===== src/rtl/ica_pkg.sv =====
// ica_pkg: shared widths, element index type and FSM state type for the FastICA iteration controller
package ica_pkg;
    localparam int W_WIDTH = 26;
    localparam int N_ELEM  = 16;
    typedef logic [3:0] idx_t;
    typedef enum logic [3:0] {
        IDLE, UPD_REQ, UPD_HI, UPD_LO, ERR_REQ, ERR_HI, ERR_LO, STREAM, DONE
    } state_t;
endpackage


===== src/rtl/ica_w_stream.sv =====
// ica_w_stream: 16-entry W snapshot buffer streamed out one element per valid/ready handshake
module ica_w_stream
    import ica_pkg::*;
(
    input  logic                        i_clk,
    input  logic                        i_rst_n,
    input  logic                        i_load,
    input  logic [N_ELEM*W_WIDTH-1:0]   i_w_flat,
    input  logic                        i_ready,
    output logic signed [W_WIDTH-1:0]   o_w,
    output idx_t                        o_idx,
    output logic                        o_valid,
    output logic                        o_last
);
    logic [W_WIDTH-1:0] r_buf [N_ELEM];
    logic               r_valid;
    idx_t               r_idx;
    always_ff @(posedge i_clk) begin
        if (i_load)
            for (int k = 0; k < N_ELEM; k++) r_buf[k] <= i_w_flat[k*W_WIDTH +: W_WIDTH];
    end
    // index wraps back to 0 after the last element, ready for the next snapshot
    always_ff @(posedge i_clk or negedge i_rst_n) begin
        if (!i_rst_n) begin
            r_valid <= 1'b0;
            r_idx   <= '0;
        end else if (i_load) begin
            r_valid <= 1'b1;
            r_idx   <= '0;
        end else if (r_valid && i_ready) begin
            r_valid <= (r_idx != idx_t'(N_ELEM - 1));
            r_idx   <= r_idx + idx_t'(1);
        end
    end
    assign o_last  = r_valid && i_ready && (r_idx == idx_t'(N_ELEM - 1));
    assign o_valid = r_valid;
    assign o_idx   = r_idx;
    assign o_w     = r_valid ? r_buf[r_idx] : '0;
endmodule


===== src/rtl/ica_iter_ctrl.sv =====
// ica_iter_ctrl: FastICA iteration sequencer driving the update/error stage handshakes and streaming the final W
module ica_iter_ctrl
    import ica_pkg::*;
#(
    parameter int MAX_ITER     = 64,
    parameter int BUSY_TIMEOUT = 16
) (
    input  logic                        clk_iter,
    input  logic                        rst_n,
    input  logic                        start,
    output logic                        en_update,
    input  logic                        update_busy,
    output logic                        en_error,
    input  logic                        error_busy,
    input  logic                        isConverge,
    input  logic [N_ELEM*W_WIDTH-1:0]   w_flat,
    output logic signed [W_WIDTH-1:0]   w_out,
    output logic [3:0]                  w_out_idx,
    output logic                        w_out_valid,
    input  logic                        w_out_ready,
    output logic [7:0]                  iter_cnt,
    output logic                        converged,
    output logic                        stall_err,
    output logic                        ica_busy,
    output logic                        done
);
    localparam int TW = $clog2(BUSY_TIMEOUT + 1);
    state_t        r_state;
    logic [TW-1:0] r_tmo;
    logic [7:0]    r_iter;
    logic          r_conv, r_stall, r_en_upd, r_en_err, r_busy, r_done;
    logic [7:0]    w_iter_nxt;
    logic          w_hi_busy, w_fin, w_last;
    assign w_iter_nxt = (r_iter == 8'hFF) ? r_iter : r_iter + 8'd1;
    assign w_hi_busy  = (r_state == UPD_HI) ? update_busy : error_busy;
    assign w_fin      = (r_state == ERR_LO) && !error_busy && (isConverge || w_iter_nxt == 8'(MAX_ITER));
    ica_w_stream u_stream (
        .i_clk    (clk_iter),
        .i_rst_n  (rst_n),
        .i_load   (w_fin),
        .i_w_flat (w_flat),
        .i_ready  (w_out_ready),
        .o_w      (w_out),
        .o_idx    (w_out_idx),
        .o_valid  (w_out_valid),
        .o_last   (w_last)
    );
    always_ff @(posedge clk_iter or negedge rst_n) begin
        if (!rst_n) begin
            r_state  <= IDLE;
            r_tmo    <= '0;
            r_iter   <= '0;
            r_conv   <= 1'b0;
            r_stall  <= 1'b0;
            r_en_upd <= 1'b0;
            r_en_err <= 1'b0;
            r_busy   <= 1'b0;
            r_done   <= 1'b0;
        end else begin
            r_en_upd <= 1'b0;
            r_en_err <= 1'b0;
            case (r_state)
                IDLE, DONE: if (start) begin
                    r_state  <= UPD_REQ;
                    r_en_upd <= 1'b1;
                    r_iter   <= '0;
                    r_conv   <= 1'b0;
                    r_stall  <= 1'b0;
                    r_done   <= 1'b0;
                    r_busy   <= 1'b1;
                end
                UPD_REQ: r_state <= UPD_HI;
                ERR_REQ: r_state <= ERR_HI;
                UPD_HI, ERR_HI: begin
                    if (w_hi_busy) begin
                        r_state <= (r_state == UPD_HI) ? UPD_LO : ERR_LO;
                        r_tmo   <= '0;
                    end else if (r_tmo == TW'(BUSY_TIMEOUT - 1)) begin
                        r_state <= DONE;
                        r_tmo   <= '0;
                        r_stall <= 1'b1;
                        r_busy  <= 1'b0;
                        r_done  <= 1'b1;
                    end else begin
                        r_tmo <= r_tmo + TW'(1);
                    end
                end
                UPD_LO: if (!update_busy) begin
                    r_state  <= ERR_REQ;
                    r_en_err <= 1'b1;
                end
                ERR_LO: if (!error_busy) begin
                    r_iter <= w_iter_nxt;
                    r_conv <= isConverge;
                    if (w_fin) begin
                        r_state <= STREAM;
                    end else begin
                        r_state  <= UPD_REQ;
                        r_en_upd <= 1'b1;
                    end
                end
                STREAM: if (w_last) begin
                    r_state <= DONE;
                    r_busy  <= 1'b0;
                    r_done  <= 1'b1;
                end
                default: r_state <= IDLE;
            endcase
        end
    end
    assign en_update = r_en_upd;
    assign en_error  = r_en_err;
    assign iter_cnt  = r_iter;
    assign converged = r_conv;
    assign stall_err = r_stall;
    assign ica_busy  = r_busy;
    assign done      = r_done;
endmodule


===== config.mk =====
export PLATFORM = sky130hd
export DESIGN_NAME = ica_iter_ctrl
export DESIGN_NICKNAME = d
export VERILOG_FILES = /design/src/rtl/ica_pkg.sv /design/src/rtl/ica_w_stream.sv /design/src/rtl/ica_iter_ctrl.sv
export SDC_FILE = /design/constraint.sdc
export NUM_CORES = 1
export LEC_CHECK = 0
export ABC_AREA = 0
export CAP_MARGIN = 20
export CELL_PAD_IN_SITES_DETAIL_PLACEMENT = 1
export CELL_PAD_IN_SITES_GLOBAL_PLACEMENT = 1
export CORE_MARGIN = 8
export CORE_UTILIZATION = 45
export CTS_BUF_LIST = sky130_fd_sc_hd__clkbuf_2
export CTS_CLUSTER_SIZE = 8
export DETAILED_ROUTE_END_ITERATION = 10
export GPL_ROUTABILITY_DRIVEN = 0
export PLACE_DENSITY_LB_ADDON = 0.3
export SYNTH_ARGS = -nofsm -noshare
export SYNTH_HDL_FRONTEND = slang
export SYNTH_HIERARCHICAL = 1
export SYNTH_SLANG_ARGS = --single-unit

===== constraint.sdc =====
create_clock -name clk_iter -period 55.5 [get_ports clk_iter]
set_input_delay 8.325 -clock clk_iter [delete_from_list [all_inputs] [get_ports clk_iter]]
set_output_delay 8.325 -clock clk_iter [all_outputs]
set_load 0.01 [all_outputs]

==> metrics.yaml <==
overflow: 0
syn_avg_cell_area_um2: 17.4
crit_required_ns: 47.18
status: "complete, no violations"
vias_per_cell: 5.36
power-per-cell-area_mw_per_mm2: 41.8
synth_top_area_share_pct: 70.2
maxSlewHeadroom_pct: 21.0
timing.clock.skew_ns: 0.0712
criticalPathCategory: "reg -> out"
wl_met3_um: 4120
detail_route.iter0.violations: 819
met1Wirelength_um: 22400
cts_inserted_buffers: 116
hold_path_startpoint: "done"
vias: 11838
grt_max_degree: 209
antenna_found_initial: 29
hold_class: "reg -> reg"
reg2reg_to: "u_stream/r_buf[10][11]"
logic_pwr_share_pct: 36.6
grt_setup_unrepaired: "false"
timing.fmax_mhz: 74.3
cts.repair_timing.setup_buffer_count: 0
synthToLayoutAreaGrowth_pct: 34.3
ys_top_cells_by_area: "edfxtp_1 (70%), mux2i_1 (11%), dfrtp_1 (3.9%), a22oi_1 (3.7%), nand2_1 (1.4%)"
die_width_um: 215
clock_power_share_pct: 22.0
max-cap-violations: 0
timing.hold.worst_endpoint: "done"
worst_slew_pin_slew_ns: 1.19
ff2ff_path_depth: 9
groute.usage.overall_pct: 24.0
setup-violations-final: 0
placement.cell_area_mm2: 0.0228
cell_mode_on_critical_path: "buf_4"
worst_path_dominant_cell_family: "buffers and inverters"
ff2ff_setup_slack_ns: 51.23
cts_repair_resizes: 0
initial_standard_cell_utilization_of_the_core_pct: 45.2
ir_worst_vdd_uv: 23.2
syn_area_mm2: 0.0178
synthFlopType: "edfxtp_1"
internal_power_uw: 638
fin_setup_tns_ns: 0
fillers: 3769
routed.top_layer: "met5"
cts_max_level: 3
num_rows: 73
grt_first_pass_wirelength_um: 82300
dieArea_mm2: 0.0462
dominant_combinational_cell_family_by_area_after_synthesis: "multiplexers"
worstHoldPathCells: 1
pwr-share-seq_pct: 41.4
port_buffers: 467
number_of_hold_buffers_added_after_cts: 0
clock_sinks: 444
finalHoldViolCount: 0
switching_share_pct: 36.2
clock-root-buffer: "clkbuf_2"
cts.path.max_buffers: 3
synth-seq-cells: 444
dieHeight_um: 215
synth-edff-count: 416
stdcell_count: 2207
synth-adder-area-share_pct: 0.211
post_synth_xor_xnor_area_pct: 0.197
top_level_ports: 468
period_share_pct: 24.3
dp.cells: 1972
detailedRoute.firstPassIterationCount: 5
synthMuxAreaShare_pct: 12.0
grt_pass1_vias: 13010
biggest_area_consumer_among_synthesized_cells: "edfxtp_1"
crit_path_max_incr_delay_ns: 0.91
tritoncts_clock_tree: "built"
p_sw_uw: 362
timing.critical_path.arrival_ns: 5.14
cp_slowest_cell: "buf_4"
clk_pin_slew_ns: 0.08
synth_simple_gate_area_share_pct: 3.25
coreArea_mm2: 0.0394
syn_nets: 1446
final_layout_size_suffix_gt1_share_pct: 13.6
worst-path-buf-inv: 3
critical_path.max_fanout: 60
drt.antenna.violating_nets: 0
layout.nets: 1992
synth-seq-area-share_pct: 74.2
r2r_start: "iter_cnt[0]"
drcViolationCount: 0
synthesis.instances: 1020
synth_compound_gate_area_share_pct: 7.24
final-max-slew-violation-count: 0
crit_path_start_kind: "flop"
leakagePower_nw: 8.76
fin_crit_ns: 13.47
dpl.hpwl_um: 41100
post_synth_num_cell_types: 54
count_of_synthesis_stage_warnings_from_yosys: 6
detail_route.wirelength_um: 57800
endpoint_kind: "primary output"
async_set_reset_flop_share_out_of_synthesis_pct: 6.31
clock_latency_ns: 1.03
wl_per_cell_um: 26.2
path_cells: "buf_4 > buf_4 > mux2i_1 > a22oi_1 > nand2_1 > o22ai_1 > clkdlybuf4s50_1"
route.met2.wl_um: 29400
area_of_all_placed_cells_without_fillers_mm2: 0.0239
[synth_stat cells, types with 3 or more instances]
| cell | count |
|---|---|
| edfxtp_1 | 416 |
| mux2i_1 | 196 |
| a22oi_1 | 88 |
| nand2_1 | 64 |
| dfrtp_1 | 28 |
| nor2_1 | 19 |
| buf_2 | 18 |
| o22ai_1 | 18 |
| o21ai_0 | 16 |
| o21ai_1 | 14 |
| clkbuf_1 | 12 |
| a21oi_1 | 11 |
| buf_6 | 10 |
| buf_12 | 9 |
| a221oi_1 | 8 |
| mux4_2 | 8 |
| nand3_1 | 8 |
| inv_1 | 7 |
| a21o_1 | 5 |
| a31oi_1 | 5 |
| nor2b_1 | 5 |
| and3_1 | 4 |
| nor3_1 | 4 |
| xor2_1 | 4 |
| buf_8 | 3 |
| ha_1 | 3 |
[sequential cells by signal (all words and copies together), names as in the netlist]
| name | count |
|---|---|
| converged | 1 |
| done | 1 |
| en_error | 1 |
| en_update | 1 |
| ica_busy | 1 |
| iter_cnt | 8 |
| r_state | 4 |
| r_tmo | 5 |
| stall_err | 1 |
| u_stream/o_idx | 4 |
| u_stream/o_valid | 1 |
| u_stream/r_buf | 416 |
[worst reg2reg max path: stages, from the launching register on]
cell and delay, ns:
dfrtp_1 0.52, ha_1 0.31, and4_1 0.31, nand2_1 0.07
o21ai_0 0.25, a21oi_1 0.19, nor2_4 0.14, buf_12 0.71
buf_4 0.67, buf_4 0.69
[cells by family after synthesis]
group                    count (synthesis)
AO/OA/AOI/OAI                          179
XOR/XNOR                                 4
adder cells (fa/ha/maj)                  3
buffers and inverters                   62
flip-flops                             444
multiplexers                           204
AND/OR/NAND/NOR                        124
[power by group through the flow]
stage	clock [mW]	sequential, mW	combinational, mW
3_3_place_gp	0	0.420	0.355
5_1_grt	0.243	0.417	0.387
2_1_floorplan	0	0.420	0.230
4_1_cts	0.228	0.415	0.367
6_report	0.220	0.414	0.366
3_5_place_dp	0	0.422	0.366
[final cells by class]
class	instances	area (µm²)	share of cell area [%]
multi-input cells	514	4110	17.2
inverters	7	26.3	0.110
repair buffers	483	4830	20.2
diodes	25	62.6	0.262
flip-flops and latches	444	13200	55.2
well taps	525	657	2.75
clock inverters	34	141	0.592
clock buffers	175	876	3.66
[how the worst max path moves through the flow]
| stage | startpoint | end | slack (ns) | cells past startpoint |
|---|---|---|---|---|
| 2_1_floorplan | error_busy | u_stream/o_valid | 27.78 | 4 |
| 3_3_place_gp | error_busy | u_stream/r_buf[10][18] | 42.97 | 6 |
| 3_5_place_dp | error_busy | u_stream/r_buf[10][22] | 42.76 | 6 |
| 4_1_cts | u_stream/o_idx[0] | w_out[16] | 41.89 | 7 |
| 5_1_grt | u_stream/o_idx[0] | w_out[12] | 41.68 | 7 |
| 6_report | u_stream/o_idx[0] | w_out[16] | 42.03 | 7 |
[layout by cell type (no fill, tap or decap), types with 3 or more instances in the layout]
cell / netlist / routed
inv_1: 7 / 7
clkdlybuf4s50_1: 0 / 467
o22ai_1: 18 / 18
clkinv_1: 0 / 23
clkinv_2: 0 / 7
and3_1: 4 / 4
nand2_1: 64 / 64
mux2i_1: 196 / 196
edfxtp_1: 416 / 416
a21oi_1: 11 / 11
diode_2: 0 / 25
ha_1: 3 / 3
a31oi_1: 5 / 5
inv_2: 0 / 3
clkbuf_2: 0 / 175
buf_4: 1 / 14
nand3_1: 8 / 8
a221oi_1: 8 / 8
o21ai_1: 14 / 14
mux4_2: 8 / 8
nor2b_1: 5 / 3
dfrtp_1: 28 / 27
nor3_1: 4 / 4
a21o_1: 5 / 5
xor2_1: 4 / 4
nor2_1: 19 / 17
a22oi_1: 88 / 88
o21ai_0: 16 / 16
[metal layers]
metal  vias to the layer above  global-route usage, %
met5                         -                      0
met4                        10                   12.0
met3                       102                   7.61
met2                       498                   39.8
met1                      5970                   27.7
li1                       5258                      -
[through the flow]
| stage | util (%) | power, mW | hold slack, ns | setup slack [ns] |
|---|---|---|---|---|
| CTS | 60.5 | 1.01 | 0.494 | 41.89 |
| detailed placement | 57.9 | 0.787 | 0.471 | 42.76 |
| floorplan | - | 0.650 | 0.471 | 27.78 |
| global placement | 57.9 | 0.774 | 0.471 | 42.97 |
| global route | 60.7 | 1.05 | 0.512 | 41.68 |
| finish | 60.7 | 1.00 | 0.487 | 42.03 |
No activity file was read; power rests on OpenSTA's default activity.
==> edit (same flow settings) <==
`MAX_ITER`: 64 -> 48.
--- a/src/rtl/ica_iter_ctrl.sv
+++ b/src/rtl/ica_iter_ctrl.sv
@@ -4,3 +4,3 @@
 #(
-    parameter int MAX_ITER     = 64,
+    parameter int MAX_ITER     = 48,
     parameter int BUSY_TIMEOUT = 16
Behaviour: same outputs for any inputs over 10 cycles, from zero or initial values and one cycle with rst_n low; that may be too few to reach the edited logic, so the function may still have changed.
==> edit against the unedited design <==
- routed wire length is 0.26% lower
- worst setup slack worse by 0.12 ns
- area after synthesis hardly changed
- fmax is 0.87% lower
- final area is 0.30% lower
- die area hardly changed
- critical endpoint is now w_out[22]
- sequential cell count stayed put
- power is 4.2% lower
==> edit: results (changes against the unedited design) <==
- The number of cells produced by synthesis came to 1023 (was 1020).
- Peak ir drop on the vdd network: 20.9 uV (was 23.2 uV)
* Internal reg-to-reg setup slack: 50.36 ns (was 51.23 ns)
- Endpoint of the most critical setup path: w_out[22] (was w_out[16])
* Most frequent cells after synthesis: 416 x sky130_fd_sc_hd__edfxtp_1, 195 x sky130_fd_sc_hd__mux2i_1, 88 x sky130_fd_sc_hd__a22oi_1, 61 x sky130_fd_sc_hd__nand2_1, 28 x sky130_fd_sc_hd__dfrtp_1 (was 416 x sky130_fd_sc_hd__edfxtp_1, 196 x sky130_fd_sc_hd__mux2i_1, 88 x sky130_fd_sc_hd__a22oi_1, 64 x sky130_fd_sc_hd__nand2_1, 28 x sky130_fd_sc_hd__dfrtp_1)
* Nets in the synthesized netlist: 1449 (was 1446)
- The global-route total usage across every layer is 24.1% (was 24.0%).
* HPWL after detailed placement: 41.3 mm (was 41.1 mm)
- The number of enable flip-flop cells after synthesis is 416 (unchanged).
- Cell with the largest stage delay on the worst path: sky130_fd_sc_hd__dfrtp_4 (was sky130_fd_sc_hd__buf_4)
* 1st-iter DRT viols: 981 (was 819)
* Leakage power: 8.70 nW (was 8.76 nW)
- WL/cell: 26.3 um (was 26.2 um)
- The maximum count of clock buffers along a single path is 3 (unchanged).
- The clock latency on the worst-skew pair is 1.01 ns (was 1.03 ns).
- The number of cells on the worst reg-to-reg path is 8 (was 9).
* CTS Buf Count: 113 (was 116)
- Clk pin slew, worst setup/hold paths: 0.10 ns (was 0.08 ns)
- Layout cells sized above 1: 12.5% (was 13.6%)
- The first-pass GRT wire length was 82.7 mm (was 82.3 mm).
- The via count came to 11800 (about the same).
* Maximum number of pins on one net before global-route repair: 86 (was 209)
- The number of antenna violations at the first check in global routing came to 25 (was 29).
- The layout filler cell count is 3765 (was 3769).
* Share of the yosys chip area belonging to registers: 74.1% (was 74.2%)
- The maximum clock skew at final layout came to 0.0901 ns (was 0.0712 ns).
- Main area contributors after synthesis: sky130_fd_sc_hd__edfxtp_1 70%, sky130_fd_sc_hd__mux2i_1 11%, sky130_fd_sc_hd__dfrtp_1 3.9%, sky130_fd_sc_hd__a22oi_1 3.7%, sky130_fd_sc_hd__nand2_1 1.3% (was sky130_fd_sc_hd__edfxtp_1 70%, sky130_fd_sc_hd__mux2i_1 11%, sky130_fd_sc_hd__dfrtp_1 3.9%, sky130_fd_sc_hd__a22oi_1 3.7%, sky130_fd_sc_hd__nand2_1 1.4%).
- Max-slew violations: 0 (unchanged)
- Number of detailed-routing iterations run before antenna repair: 4 (was 5)
- Unique masters post-synth: 55 (was 54)
* Peak fanout along the critical path: 56 (was 60)
- The delay of the slowest critical-path stage is 1.07 ns (was 0.91 ns).
- Critical Path AT: 5.26 ns (was 5.14 ns)
- Capturing point of the worst reg2reg path: u_stream/r_buf[1][2] (was u_stream/r_buf[10][11])
* Vias in the first global route: 13100 (was 13000)
* Status: complete, no violations (unchanged)
- Post-DR vias/cell: 5.37 (was 5.36)
* Total instance count after detailed placement: 1972 (unchanged)
- The transition time of the tightest slew-check pin was 1.09 ns (was 1.19 ns).
edit: worst max-delay path: cells and delay by family (launching register included):
kind | cells | cell delay [ns]
buffers and inverters | 3 | 2.34
flip-flops | 1 | 1.07
AO/OA/AOI/OAI | 2 | 0.56
multiplexers | 1 | 0.19
AND/OR/NAND/NOR | 1 | 0.08
edit: logic make-up after synthesis:
kind of cell	count (synthesis)	synth area share, %
DFF	444	74.1
AOI/OAI and AO/OA	187	7.39
xor gates and xnor gates	4	0.197
and+or+nand+nor	116	3.06
adders and majority gates	3	0.211
buffers and inverters	66	3.05
muxes	203	12.0
edit: routing by layer:
metal,up-vias,part of all wire (%),GRT usage (%)
met4,6,3.2,12.3
li1,5245,-,-
met3,101,7.4,7.33
met1,5899,38,28.1
met2,515,51,40.0
met5,-,0.071,0
edit: power breakdown:
part	internal, mW	leakage, nW	switching (mW)	total (mW)
Sequential	0.375	4.10	0.0245	0.399
Combinational	0.156	3.84	0.183	0.339
Clock	0.0873	0.759	0.133	0.220
Total	0.618	8.70	0.340	0.958
edit: metrics by stage:
stage	area (um2)	hold WS (ns)	worst slack (ns)
final	23800	0.507	41.92
after global routing	23800	0.522	41.52
after CTS	23800	0.512	41.64
after detailed placement	22800	0.486	42.83
after global placement	22800	0.465	42.96
after floorplan	17800	0.461	27.70
edit: layout make-up:
cell class	instances	area, um2	area share (%)
Clock buffer	163	816	3.42
Clock inverter	31	175	0.735
Antenna cell	26	65.1	0.273
Timing Repair Buffer	483	4790	20.1
Inverter	7	26.3	0.110
Multi-Input combinational cell	513	4100	17.2
Tap cell	525	657	2.76
Sequential cell	444	13200	55.4
